$ cat src/rtl/keypad_scan_4x4_if.sv
// Keypad-side and key-bus signals of the 4x4 scanner.
// master = scanner (drives rows and key outputs); slave = keypad/consumer side.
interface keypad_scan_4x4_if;
  logic [3:0]  col_in;
  logic [3:0]  row_out;
  logic [15:0] onehot;
  logic [3:0]  key_code;
  logic        key_valid;

  modport master (
    input  col_in,
    output row_out,
    output onehot,
    output key_code,
    output key_valid
  );

  modport slave (
    output col_in,
    input  row_out,
    input  onehot,
    input  key_code,
    input  key_valid
  );
endinterface

$ cat src/rtl/keypad_scan_4x4.sv
// 4x4 keypad row scanner with whole-frame debounce; outputs a onehot key, its code and a new-key pulse.
// A clean press/release shows up at the end of the DEBOUNCE_FRAMES-th frame containing it; no backpressure.
module keypad_scan_4x4 #(
  parameter int SCAN_DIV        = 50000,
  parameter int DEBOUNCE_FRAMES = 4
) (
  input  logic             clk,
  input  logic             rst_n,
  keypad_scan_4x4_if.master kp
);

  localparam int DIV_W = (SCAN_DIV > 1) ? $clog2(SCAN_DIV) : 1;
  localparam int CNT_W = $clog2(DEBOUNCE_FRAMES + 1);
  localparam logic [DIV_W-1:0] DIV_LAST = DIV_W'(SCAN_DIV - 1);
  localparam logic [CNT_W-1:0] CNT_MAX  = CNT_W'(DEBOUNCE_FRAMES);

  logic [DIV_W-1:0] r_div_cnt;
  logic [1:0]       r_row_idx;
  logic [3:0]       r_row_out;
  logic [11:0]      r_frame;
  logic [15:0]      r_prev_frame;
  logic [CNT_W-1:0] r_stable_cnt;
  logic [15:0]      r_onehot;
  logic [3:0]       r_key_code;
  logic             r_key_valid;

  logic             w_sample;
  logic             w_frame_end;
  logic [1:0]       w_row_nxt;
  logic [3:0]       w_raw;
  logic [15:0]      w_frm;
  logic [CNT_W-1:0] w_stable_nxt;
  logic             w_accept;
  logic [4:0]       w_pop;
  logic [3:0]       w_idx;
  logic [15:0]      w_new_oh;

  always_comb begin
    w_sample    = (r_div_cnt == DIV_LAST);
    w_frame_end = w_sample && (r_row_idx == 2'd3);
    w_row_nxt   = r_row_idx + 2'd1;
    w_raw       = ~kp.col_in;
    // Row 3 is never buffered: it is taken straight from the sample that closes the frame.
    w_frm       = {w_raw, r_frame};

    if (w_frm != r_prev_frame)
      w_stable_nxt = CNT_W'(1);
    else if (r_stable_cnt == CNT_MAX)
      w_stable_nxt = CNT_MAX;
    else
      w_stable_nxt = r_stable_cnt + CNT_W'(1);

    w_accept = w_frame_end && (w_stable_nxt == CNT_MAX);

    w_pop = 5'd0;
    w_idx = 4'd0;
    for (int i = 0; i < 16; i++) begin
      w_pop = w_pop + 5'(w_frm[i]);
      if (w_frm[i])
        w_idx = 4'(i);
    end
    w_new_oh = (w_pop == 5'd1) ? w_frm : 16'h0000;
  end

  always_ff @(posedge clk or negedge rst_n) begin
    if (!rst_n) begin
      r_div_cnt    <= '0;
      r_row_idx    <= 2'd0;
      r_row_out    <= 4'b1110;
      r_frame      <= 12'h000;
      r_prev_frame <= 16'h0000;
      r_stable_cnt <= '0;
      r_onehot     <= 16'h0000;
      r_key_code   <= 4'h0;
      r_key_valid  <= 1'b0;
    end else begin
      r_key_valid <= 1'b0;

      if (w_sample) begin
        r_div_cnt <= '0;
        r_row_idx <= w_row_nxt;
        r_row_out <= ~(4'b0001 << w_row_nxt);
      end else begin
        r_div_cnt <= r_div_cnt + DIV_W'(1);
      end

      if (w_sample) begin
        case (r_row_idx)
          2'd0:    r_frame[3:0]  <= w_raw;
          2'd1:    r_frame[7:4]  <= w_raw;
          2'd2:    r_frame[11:8] <= w_raw;
          default: ;
        endcase
      end

      if (w_frame_end) begin
        r_prev_frame <= w_frm;
        r_stable_cnt <= w_stable_nxt;
      end

      // Ghosted or empty snapshots clear the bus but keep the last code.
      if (w_accept && (w_new_oh != r_onehot)) begin
        r_onehot <= w_new_oh;
        if (w_new_oh != 16'h0000) begin
          r_key_valid <= 1'b1;
          r_key_code  <= w_idx;
        end
      end
    end
  end

  assign kp.row_out   = r_row_out;
  assign kp.onehot    = r_onehot;
  assign kp.key_code  = r_key_code;
  assign kp.key_valid = r_key_valid;

endmodule

$ cat src/flat_wrapper.sv
// flat-port wrapper written by rule: the top's interface ports become plain ports
module keypad_scan_4x4_flat 
#(
  parameter int SCAN_DIV        = 50000,
  parameter int DEBOUNCE_FRAMES = 4
)
  (clk, rst_n, kp_col_in, kp_row_out, kp_onehot, kp_key_code, kp_key_valid);
  keypad_scan_4x4_if kp_i ();
  input  logic clk;
  input  logic rst_n;
  input wire logic [$bits(kp_i.col_in)-1:0] kp_col_in;
  output wire logic [$bits(kp_i.row_out)-1:0] kp_row_out;
  output wire logic [$bits(kp_i.onehot)-1:0] kp_onehot;
  output wire logic [$bits(kp_i.key_code)-1:0] kp_key_code;
  output wire logic [$bits(kp_i.key_valid)-1:0] kp_key_valid;
  assign kp_i.col_in = kp_col_in;
  assign kp_row_out = kp_i.row_out;
  assign kp_onehot = kp_i.onehot;
  assign kp_key_code = kp_i.key_code;
  assign kp_key_valid = kp_i.key_valid;
  keypad_scan_4x4 #(.SCAN_DIV(SCAN_DIV), .DEBOUNCE_FRAMES(DEBOUNCE_FRAMES)) u_core (.clk(clk), .rst_n(rst_n), .kp(kp_i));
endmodule
$ cat config.mk
export PLATFORM = sky130hd
export DESIGN_NAME = keypad_scan_4x4_flat
export DESIGN_NICKNAME = d
export VERILOG_FILES = /design/src/rtl/keypad_scan_4x4_if.sv /design/src/rtl/keypad_scan_4x4.sv /design/src/flat_wrapper.sv
export SDC_FILE = /design/constraint.sdc
export NUM_CORES = 1
export LEC_CHECK = 0
export CAP_MARGIN = 25
export CELL_PAD_IN_SITES_DETAIL_PLACEMENT = 1
export CELL_PAD_IN_SITES_GLOBAL_PLACEMENT = 1
export CORE_MARGIN = 5
export CORE_UTILIZATION = 49
export DETAILED_ROUTE_END_ITERATION = 16
export PLACE_DENSITY = 0.94
export SLEW_MARGIN = 20
export SYNTH_ARGS = -nofsm -noshare
export SYNTH_HDL_FRONTEND = slang
export SYNTH_SLANG_ARGS = --single-unit
$ cat constraint.sdc
create_clock -name clk -period 11.47 [get_ports clk]
set_clock_uncertainty 0.1 [all_clocks]
set_input_delay 2.294 -clock clk [delete_from_list [all_inputs] [get_ports clk]]
set_output_delay 2.294 -clock clk [all_outputs]
set_load 0.01 [all_outputs]
==> metrics.txt, run 1 <==
buffer and inverter count on the worst path 4; core outline area 8640 um2; fmax 0.116 GHz; Post-Layout Cell Count 587; Remaining Overflow, GRT 0; Tcrit/Tclk final 75.3%; Synth Net Count roughly 500; fill count 974; worst endpoint data arrival time 8.77 ns; I/O Buffers 30; area growth from synthesis to layout 12.6%; largest net degree at the start of global routing 75; clk slew on worst S/H paths 0.09 ns; CTS Buf Count 9; top_reg_cell synth dfrtp_1; area occupied by multi-input gates 2210 um2; post_cts resized 0; total wire length about 12000 um; Avg WL per Cell 21.3 um; full die area 10700 um2; share of layout cells above drive strength 1 7.72%; first-pass GRT wire length 20700 um; post-synthesis mux area share 5.01%; Final WS setup ~2.8 ns; placer congestion estimate 0.896; Routed Antenna Nets 0; initial antenna violation count 0; Pwr Density 99.3 nW/um2; CTS tree yes; Post-synth EDFFs 0; CP endpoint kind flop; Detailed Route Iter0 Violations 174; Die Ht 104 um; crit path launch type primary input; NumNets Final slightly above 500; total track usage between 20% and 30%; FP Rows 34; post-synthesis sequential area ratio 43.2%; post-synthesis async set-or-reset flop share 100%; Syn Area/Cell approximately 9.4 um2; final setup fails 0; post-place setup slack 2.49 ns; synthesized cell area 4300 um2; clock network latency to the later pin of the worst-skew pair 0.36 ns; status finished clean; Setup Fix Bufs, Post-CTS 0; DP Wirelength between 8000 and 9000 um; Synth Area in Compound Gates 10.4%; Max VDD drop 52.9 uV; Synth cell types 60; Vias 3525; placed insts 570; Initial DRT Pass Iterations 6; ant diodes 0; Placed Area roughly 4600 um2; Initial Util 49.8%; CP Max Fanout 16; Syn Inst Count 457; clock root buffer master clkbuf_8; critical path, cell by cell clkdlybuf4s50_1 > inv_1 > fa_1 > fa_1 > fa_1 > inv_1 > fa_1 > fa_1 > inv_1 > fa_1 > nor4_2 > nand2_1 > nor2_1 > nand2_1 > a21o_1 > o21ai_4 > mux2_1; slowest cell delay on critical path 0.77 ns; adder-cell share of the synthesized area 8.44%; post-layout instance area 4840 um2; Setup Crit Path Kind primary input to flop; number of global-route vias before repair 4018; Final Hold Vio Count 0; Synth Area in XOR/XNOR 7.75%; DR DRC count 0; CTS Hold Bufs 0; Clock H-tree levels 3; clock sinks 74; Simple-Gate Fraction of Synth Area around a fifth; Top delay family on crit path adder cells; MaxCap Viol Count 0; Final Max Slew Viols 0; worst path required time 11.61 ns; crit-path most repeated cell fa_1; unrepaired setup endpoints after global routing no; vias per cell 6.01; Max-slew headroom 46.2%; worst slew pin tran 0.799 ns; Die X-Extent 104 um; leakage 2.26 nW; sequential cell area between 1500 and 2000 um2; CP max-delay cell clkdlybuf4s50_1; top-level I/O count 31; largest family of logic cells by synthesized area simple AND/OR/NAND/NOR gates; min Tclk post-route 8.64 ns; Synth Register Bits 74; TNS Setup 0 ns; clk buf depth 2; worst min-delay path class flop to flop; Ys Warns 0
## cells in the final DEF (no fill, tap or decap), drive strengths merged, types with 2 or more instances in the layout
master         synthesis  final
nand2                 82     82
dfrtp                 71     71
o21ai                 35     35
inv                   32     34
nor2                  29     29
clkdlybuf4s50          0     29
xnor2                 23     23
nand3                 15     15
xor2                  15     15
ha                    13     13
mux2                  12     12
fa                    10     10
clkbuf                20     10
mux2i                  8      8
nor4                   8      8
nor3                   7      7
nand2b                 6      6
nand4                  6      6
a21oi                  5      5
o31ai                  5      5
nand3b                 4      4
clkinvlp               0      4
and2                   3      3
a31oi                  3      3
o22ai                  3      3
dfstp                  3      3
and3                   3      3
buf                    6      3
or4                    2      2
a221oi                 2      2
nor3b                  2      2
nor4b                  2      2
a22oi                  2      2
o2111ai                2      2
## path summary, 6_finish.rpt
check | from | end | slack, ns | cells past startpoint
min in group asynchronous | rst_n | u_core.r_div_cnt[8] | 1.70 | 1
setup reg to reg | u_core.r_frame[1] | u_core.kp.onehot[14] | 4.78 | 16
max in group asynchronous | rst_n | u_core.kp.row_out[2] | 8.97 | 2
hold / removal | u_core.r_div_cnt[0] | u_core.r_div_cnt[0] | 0.37 | 1
setup / recovery | kp_col_in[2] | u_core.kp.onehot[14] | 2.83 | 17
hold reg to reg | u_core.r_div_cnt[0] | u_core.r_div_cnt[0] | 0.37 | 1
## cells by family after synthesis
group,count (synthesis)
AND/OR/NAND/NOR,177
flip-flops,74
AO/OA/AOI/OAI,67
buffers and inverters,58
XOR/XNOR,38
adder cells (fa/ha/maj),23
multiplexers,20
## flip-flops by register name, indices dropped and copies added (netlist names)
signal and cells:
u_core.r_row_idx 2, u_core.kp.onehot 16, u_core.r_frame 12, u_core.kp.key_code 4
u_core.r_div_cnt 16, u_core.r_stable_cnt 3, u_core.kp.row_out 4, u_core.kp.key_valid 1
u_core.r_prev_frame 16
## power by group
group	switching [mW]	internal (mW)
clock	0.110	0.0859
sequential	0	0.261
combinational	0.0163	0.00711
total	0.127	0.354
## synth_stat cells (2+ instances only)
cell type / n / area share (%)
nand2_1: 81 / 7.1
dfrtp_1: 71 / 41
o21ai_0: 33 / 3.8
inv_1: 32 / 2.8
nor2_1: 29 / 2.5
xnor2_1: 23 / 4.7
clkbuf_1: 20 / 1.7
nand3_1: 15 / 1.7
xor2_1: 15 / 3.1
ha_1: 13 / 3.8
fa_1: 10 / 4.7
mux2_1: 8 / 2.1
mux2i_1: 8 / 1.9
nor3_1: 7 / 0.82
nand2b_1: 6 / 0.87
nand4_1: 6 / 0.87
nor4_1: 6 / 0.87
a21oi_1: 5 / 0.58
o31ai_1: 5 / 0.87
buf_2: 4 / 0.47
mux2_2: 4 / 1.0
nand3b_1: 4 / 0.70
a31oi_1: 3 / 0.44
and2_1: 3 / 0.44
dfstp_2: 3 / 1.8
o22ai_1: 3 / 0.44
a221oi_1: 2 / 0.41
and3_1: 2 / 0.29
nor3b_1: 2 / 0.35
nor4_2: 2 / 0.58
nor4b_1: 2 / 0.41
or4_1: 2 / 0.35
## final cells by class
class | count | share of cell area, %
well taps | 108 | 2.79
flip-flops and latches | 74 | 38.4
inverters | 32 | 2.48
clock inverters | 6 | 0.983
clock buffers | 10 | 2.85
multi-input cells | 325 | 45.6
repair buffers | 32 | 6.88
## layer usage
metal | up-vias | part of all wire [%] | GRT usage [%]
met5 | - | 0 | 0
met4 | 0 | 3.9 | 12.1
met1 | 1791 | 38 | 27.0
li1 | 1563 | - | -
met3 | 46 | 5.5 | 4.79
met2 | 125 | 53 | 42.0
## metrics by stage
stage / total power, mW / hold WS (ns) / util, %
floorplan: 0.277 / 0.333 / -
global placement: 0.287 / 0.345 / 53.5
detailed placement: 0.288 / 0.359 / 53.5
CTS: 0.480 / 0.371 / 55.7
global route: 0.497 / 0.410 / 56.0
finish: 0.480 / 0.373 / 56.0
Power figures use the tool's default switching activity.
==> run 2, diff against run 1 <==
--- a/config.mk
+++ b/config.mk
@@ -9,9 +9,9 @@
 export CELL_PAD_IN_SITES_DETAIL_PLACEMENT = 1
 export CELL_PAD_IN_SITES_GLOBAL_PLACEMENT = 1
 export CORE_MARGIN = 5
-export CORE_UTILIZATION = 49
+export CORE_UTILIZATION = 41
 export DETAILED_ROUTE_END_ITERATION = 16
-export PLACE_DENSITY = 0.94
+export PLACE_DENSITY = 0.85
 export SLEW_MARGIN = 20
 export SYNTH_ARGS = -nofsm -noshare
 export SYNTH_HDL_FRONTEND = slang
==> constraint.sdc (replaced) <==
create_clock -name clk -period 6.97 [get_ports clk]
set_clock_uncertainty 0.1 [all_clocks]
set_input_delay 1.394 -clock clk [delete_from_list [all_inputs] [get_ports clk]]
set_output_delay 1.394 -clock clk [all_outputs]
set_load 0.01 [all_outputs]
==> run 2 against run 1 <==
- final cell count increased by 6.6%
- worst hold slack improved by 0.011 ns
- first-iteration DRC count rose by 40%
- non-clock buffer count up 13
- global-route usage shrank 4.6 points
- critical path depth increased by 3
- routed wire length decreased by 4.0%
- die area is 18% higher
- flip-flop and latch count stayed put
- register-to-register slack lost 3.9 ns
- count of clock-buffer cells in the layout rose by 1
- worst setup slack worse by 2.6 ns
==> metrics.txt, run 2 (synthesis gave the netlist of run 1 again) <==
total track usage 19.2% (was 23.8%); top-level I/O count 31 (unchanged); CP max-delay cell fa_1 (was clkdlybuf4s50_1); Placed Area 4770 um2 (was 4620 um2); area growth from synthesis to layout 16.4% (was 12.6%); post-layout instance area 5000 um2 (was 4840 um2); Routed Antenna Nets 0 (unchanged); leakage 2.34 nW (was 2.26 nW); CP endpoint kind flop (unchanged); MaxCap Viol Count 0 (unchanged); crit-path most repeated cell fa_1 (unchanged); clock root buffer master clkbuf_8 (unchanged); CP Max Fanout 13 (was 16); Tcrit/Tclk final 97.3%; clk slew on worst S/H paths 0.08 ns (was 0.09 ns); core outline area 10300 um2 (was 8640 um2); sequential cell area 1860 um2 (unchanged); Detailed Route Iter0 Violations 243 (was 174); Initial DRT Pass Iterations 6 (unchanged); Final WS setup 0.188 ns (was 2.83 ns); first-pass GRT wire length 19200 um (was 20700 um); DP Wirelength 8330 um (was 8670 um); met3 routed WL 450 um (was 688 um); Register-to-Register Path Depth 19 (was 16); vias per cell 5.60 (was 6.01); wl on met1 5040 um (was 4740 um); min Tclk post-route 6.78 ns; Setup Crit Path Kind primary input to flop (unchanged); final setup fails 0 (unchanged); initial antenna violation count 0 (unchanged); most frequent cells in the layout nand2_1, dfrtp_1, o21ai_0 (unchanged); Clock H-tree levels 3 (unchanged); Worst Hold Depth 1 (unchanged); Remaining Overflow, GRT 0 (unchanged); TNS Setup 0 ns (unchanged); slowest cell delay on critical path 0.56 ns (was 0.77 ns); post-place setup slack -0.176 ns (was 2.49 ns); full die area 12600 um2 (was 10700 um2); status finished clean (unchanged); NumNets Final 516 (was 503); met2 wire length 6210 um (was 6580 um); DR DRC count 0 (unchanged); Final Max Slew Viols 0 (unchanged); fill count 1171 (was 974); commonest non-fill, non-tap cell in the layout nand2_1 (unchanged); crit path launch type primary input (unchanged); worst endpoint data arrival time 6.94 ns (was 8.77 ns); Vias 3507 (was 3525); Max VDD drop 92.0 uV (was 52.9 uV); Initial Util 41.8% (was 49.8%); CTS Buf Count 9 (unchanged); number of global-route vias before repair 3770 (was 4018); clk buf depth 2 (unchanged); worst slew pin tran 0.971 ns (was 0.799 ns); highest routed layer met4 (unchanged); Setup Fix Bufs, Post-CTS 0 (unchanged); Avg WL per Cell 19.1 um (was 21.3 um); Die Ht 112 um (was 104 um); CTS tree yes (unchanged); worst path required time 7.13 ns (was 11.61 ns); placer congestion estimate 0.873 (was 0.896); total wire length 12000 um (was 12500 um); Die X-Extent 112 um (was 104 um); area occupied by multi-input gates 2240 um2 (was 2210 um2); critical path, cell by cell clkdlybuf4s50_1 > inv_1 > fa_1 > fa_1 > fa_1 > inv_1 > fa_1 > fa_1 > inv_1 > fa_1 > nor4_4 > nand2_1 > buf_4 > nor3_1 > o22a_1 > o2111ai_2 > o21ai_4 > buf_12 > buf_4 > mux2i_1 (was clkdlybuf4s50_1 > inv_1 > fa_1 > fa_1 > fa_1 > inv_1 > fa_1 > fa_1 > inv_1 > fa_1 > nor4_2 > nand2_1 > nor2_1 > nand2_1 > a21o_1 > o21ai_4 > mux2_1); Pwr Density 161 nW/um2 (was 99.3 nW/um2); largest net degree at the start of global routing 75 (unchanged); clock network latency to the later pin of the worst-skew pair 0.35 ns (was 0.36 ns); ant diodes 0 (unchanged); share of layout cells above drive strength 1 10.2% (was 7.72%); fmax 0.147 GHz; I/O Buffers 30 (unchanged); Final Hold Vio Count 0 (unchanged); worst min-delay path class flop to flop (unchanged); Max-slew headroom 34.7% (was 46.2%); clock sinks 74 (unchanged); FP Rows 37 (was 34)
==> run 2: cell count changes in the layout (fill, tap and decap cells not counted), moves of 2 or more <==
| cell | before | now |
|---|---|---|
| buf_12 | 0 | 2 |
| buf_4 | 2 | 14 |
| inv_6 | 2 | 0 |
| clkinvlp_4 | 4 | 1 |
==> run 2: critical path: cells and delay by family <==
kind                       cells  cell delay [ns]
buffers and inverters          7             1.23
adders and majority gates      6             2.86
AOI/OAI and AO/OA              3             0.64
and+or+nand+nor                3             0.60
muxes                          1             0.22
==> run 2: final timing paths <==
path,startpoint,endpoint,slack (ns)
worst max-delay path,kp_col_in[0],u_core.kp.onehot[10],0.19
worst min-delay path,u_core.r_div_cnt[0],u_core.r_div_cnt[0],0.38
worst max register to register,u_core.r_frame[0],u_core.kp.onehot[10],0.93
worst min register to register,u_core.r_div_cnt[0],u_core.r_div_cnt[0],0.38
max in group asynchronous,rst_n,u_core.kp.key_valid,5.30
min in group asynchronous,rst_n,u_core.kp.onehot[11],0.88
==> run 2: where the power goes <==
| group | switching [mW] | internal, mW |
|---|---|---|
| Clock | 0.161 | 0.171 |
| Combinational | 0.0297 | 0.0150 |
| Sequential | 0 | 0.429 |
| Total | 0.191 | 0.615 |
==> run 2: layer usage <==
layer  global-route usage [%]  vias to the layer above
met5                        0                        -
met4                     7.05                        0
met1                     22.7                     1818
li1                         -                     1594
met3                     4.15                       26
met2                     34.1                       69
==> run 2: through the flow <==
step	total power, mW	hold slack, ns	util [%]	cells
after detailed placement	0.478	0.371	46.4	611
final	0.806	0.383	48.7	626
after floorplan	0.456	0.333	-	457
after global routing	0.834	0.415	48.7	626
after global placement	0.476	0.346	46.4	611
after CTS	0.806	0.379	48.2	625
==> run 2: final cells by class <==
class                           count  share of cell area [%]
Clock buffer                       11                    2.83
Multi-Input combinational cell    325                    44.7
Inverter                           32                    2.40
Timing Repair Buffer               45                    8.70
Tap cell                          136                    3.40
Sequential cell                    74                    37.1
Clock inverter                      3                   0.850
==> run 2: repair_timing <==
action / 4_1_cts / 5_1_grt
gates resized for setup: 0 / 5
hold buffers: 0 / 0
setup endpoints to repair: 0 / 4
==> run 3, diff against run 2 <==
--- a/config.mk
+++ b/config.mk
@@ -12,6 +12,7 @@
 export CORE_UTILIZATION = 41
 export DETAILED_ROUTE_END_ITERATION = 16
 export PLACE_DENSITY = 0.85
+export SETUP_SLACK_MARGIN = 0.2
 export SLEW_MARGIN = 20
 export SYNTH_ARGS = -nofsm -noshare
 export SYNTH_HDL_FRONTEND = slang
==> run 3 against run 2 <==
- final cell count stayed put
- worst hold slack got worse by 0.0042 ns
- critical path depth is 2 lower
- count of clock-buffer cells in the layout is the same
- first-iteration DRC count shrank 20%
- global-route usage up 0.20 points
- total power is 0.11% lower
- highest routed layer unchanged
- critical path type unchanged
- worst setup slack improved by 0.13 ns
- sequential share of layout area fell by 0.14 points
- utilization grew 0.18 points
- largest cell class unchanged
- design area grew 0.38%
==> metrics.txt, run 3 (synthesis gave the netlist of run 1 again) <==
P_int 615 uW (about the same); status finished clean (unchanged); CP max-delay cell fa_1 (unchanged); largest net degree at the start of global routing 75 (unchanged); crit path launch type primary input (unchanged); total track usage 19.4% (was 19.2%); initial antenna violation count 0 (unchanged); final setup fails 0 (unchanged); clock network latency to the later pin of the worst-skew pair 0.34 ns (was 0.35 ns); Max-slew headroom 34.6% (was 34.7%); Worst Hold Depth 1 (unchanged); CTS Hold Bufs 0 (unchanged); Top delay family on crit path adder cells (unchanged); most frequent cells in the layout nand2_1, dfrtp_1, o21ai_0 (unchanged); sequential cell area 1860 um2 (unchanged); Comb pwr share 5.6% (about the same); ant diodes 0 (unchanged); worst path required time 7.09 ns (was 7.13 ns); first-pass GRT wire length 19300 um (was 19200 um); number of global-route vias before repair 3791 (was 3770); Detailed Route Iter0 Violations 195 (was 243); Register-to-Register Path Depth 17 (was 19); area growth from synthesis to layout 16.9% (was 16.4%); CTS tree yes (unchanged); CTS Buf Count 9 (unchanged); critical path, cell by cell clkdlybuf4s50_1 > inv_1 > fa_1 > fa_1 > fa_1 > inv_1 > fa_1 > fa_2 > inv_1 > fa_1 > nor4_4 > nand2_1 > or3_1 > a22oi_2 > o2111ai_4 > o21ai_4 > buf_12 > mux2_1 (was clkdlybuf4s50_1 > inv_1 > fa_1 > fa_1 > fa_1 > inv_1 > fa_1 > fa_1 > inv_1 > fa_1 > nor4_4 > nand2_1 > buf_4 > nor3_1 > o22a_1 > o2111ai_2 > o21ai_4 > buf_12 > buf_4 > mux2i_1); Vias 3501 (was 3507); Die X-Extent 112 um (unchanged); placer congestion estimate 0.873 (unchanged); Clock power frac 41.1% (was 41.2%); clock root buffer master clkbuf_8 (unchanged); Final WS setup 0.313 ns (was 0.188 ns); fill count 1160 (was 1171); switching power 190 uW (was 191 uW); Final Max Slew Viols 0 (unchanged); MaxCap Viol Count 0 (unchanged); Clock H-tree levels 3 (unchanged); Setup crit start kp_col_in[0] (unchanged); crit-path most repeated cell fa_1 (unchanged); fmax 0.150 GHz (was 0.147 GHz); sw frac 23.6% (was 23.7%); leakage 2.32 nW (was 2.34 nW); unrepaired setup endpoints after global routing no; Max VDD drop 91.5 uV (was 92.0 uV); post-place setup slack -0.176 ns (unchanged); commonest non-fill, non-tap cell in the layout nand2_1 (unchanged); Die Ht 112 um (unchanged); sequential fraction of design power 53.3% (was 53.2%); buffer and inverter count on the worst path 5 (was 7); Tcrit/Tclk final 95.5% (was 97.3%); core outline area 10300 um2 (unchanged); CP Max Fanout 13 (unchanged); NumNets Final 516 (unchanged); clk slew on worst S/H paths 0.08 ns (about the same); worst endpoint data arrival time 6.78 ns (was 6.94 ns); CP Depth 18 (was 20); I/O Buffers 30 (unchanged); full die area 12600 um2 (unchanged); total wire length 12200 um (was 12000 um); overall power 805 uW (was 806 uW); Routed Antenna Nets 0 (unchanged); clk buf depth 2 (unchanged); Hold Startpoint u_core.r_div_cnt[0] (unchanged); Setup Crit Path Kind primary input to flop (unchanged); share of layout cells above drive strength 1 10.8% (was 10.2%); DR DRC count 0 (unchanged); min Tclk post-route 6.66 ns (was 6.78 ns); Pwr Density 160 nW/um2 (was 161 nW/um2); CP endpoint kind flop (unchanged); Final Hold Vio Count 0 (unchanged); worst r2r src u_core.r_frame[0] (unchanged); Initial Util 41.8% (unchanged); Initial DRT Pass Iterations 4 (was 6); clock sinks 74 (unchanged); worst slew pin tran 0.972 ns (was 0.971 ns); DP Wirelength 8330 um (unchanged); area occupied by multi-input gates 2260 um2 (was 2240 um2); top-level I/O count 31 (unchanged); worst min-delay path class flop to flop (unchanged); Avg WL per Cell 19.5 um (was 19.1 um); Remaining Overflow, GRT 0 (unchanged); vias per cell 5.59 (was 5.60); slowest cell delay on critical path 0.56 ns (about the same); FP Rows 37 (unchanged)
[run 3: cell counts in the layout (fill, tap and decap cells not counted)]
No cell type changed its count.
[run 3: metrics by stage]
step                setup TNS (ns)  instance area, um2  hold WS (ns)  utilization [%]  std cells
floorplan                        0                4300         0.333                -        457
global placement                 0                4770         0.346             46.4        611
detailed placement           -2.40                4770         0.371             46.4        611
CTS                              0                4960         0.379             48.3        625
global route                     0                5020         0.415             48.9        626
finish                           0                5020         0.379             48.9        626
[run 3: cell type report]
cell class	count	area share [%]
Multi-Input combinational cell	325	44.9
Tap cell	136	3.39
Inverter	32	2.39
Clock inverter	3	0.847
Clock buffer	11	2.82
Timing Repair Buffer	45	8.67
Sequential cell	74	37.0
[run 3: path summary, 6_finish.rpt]
path / endpoint / slack [ns]
worst max register to register: u_core.kp.onehot[12] / 1.06
worst min-delay path: u_core.r_div_cnt[0] / 0.38
min in group asynchronous: u_core.r_frame[6] / 0.88
max in group asynchronous: u_core.kp.key_valid / 5.30
worst max-delay path: u_core.kp.onehot[12] / 0.31
worst min register to register: u_core.r_div_cnt[0] / 0.38
[run 3: per-layer routing]
layer	track usage (%)	up-vias	share of wire (%)
li1	-	1591	-
met1	22.8	1792	41
met2	34.4	88	52
met3	4.15	30	4.1
met4	7.93	0	3.0
met5	0	-	0
[run 3: power by group through the flow]
stage | Combinational [mW] | Clock, mW | Sequential, mW
3_5_place_dp | 0.0405 | 0 | 0.437
3_3_place_gp | 0.0386 | 0 | 0.437
6_report | 0.0451 | 0.331 | 0.429
5_1_grt | 0.0501 | 0.354 | 0.429
4_1_cts | 0.0414 | 0.336 | 0.429
2_1_floorplan | 0.0181 | 0 | 0.438
[run 3: timing repair]
| item | in CTS | in global routing |
|---|---|---|
| setup endpoints to repair | 2 | 19 |
| pin swaps | 0 | 3 |
| resized for setup | 1 | 8 |
| setup buffers | 0 | 0 |
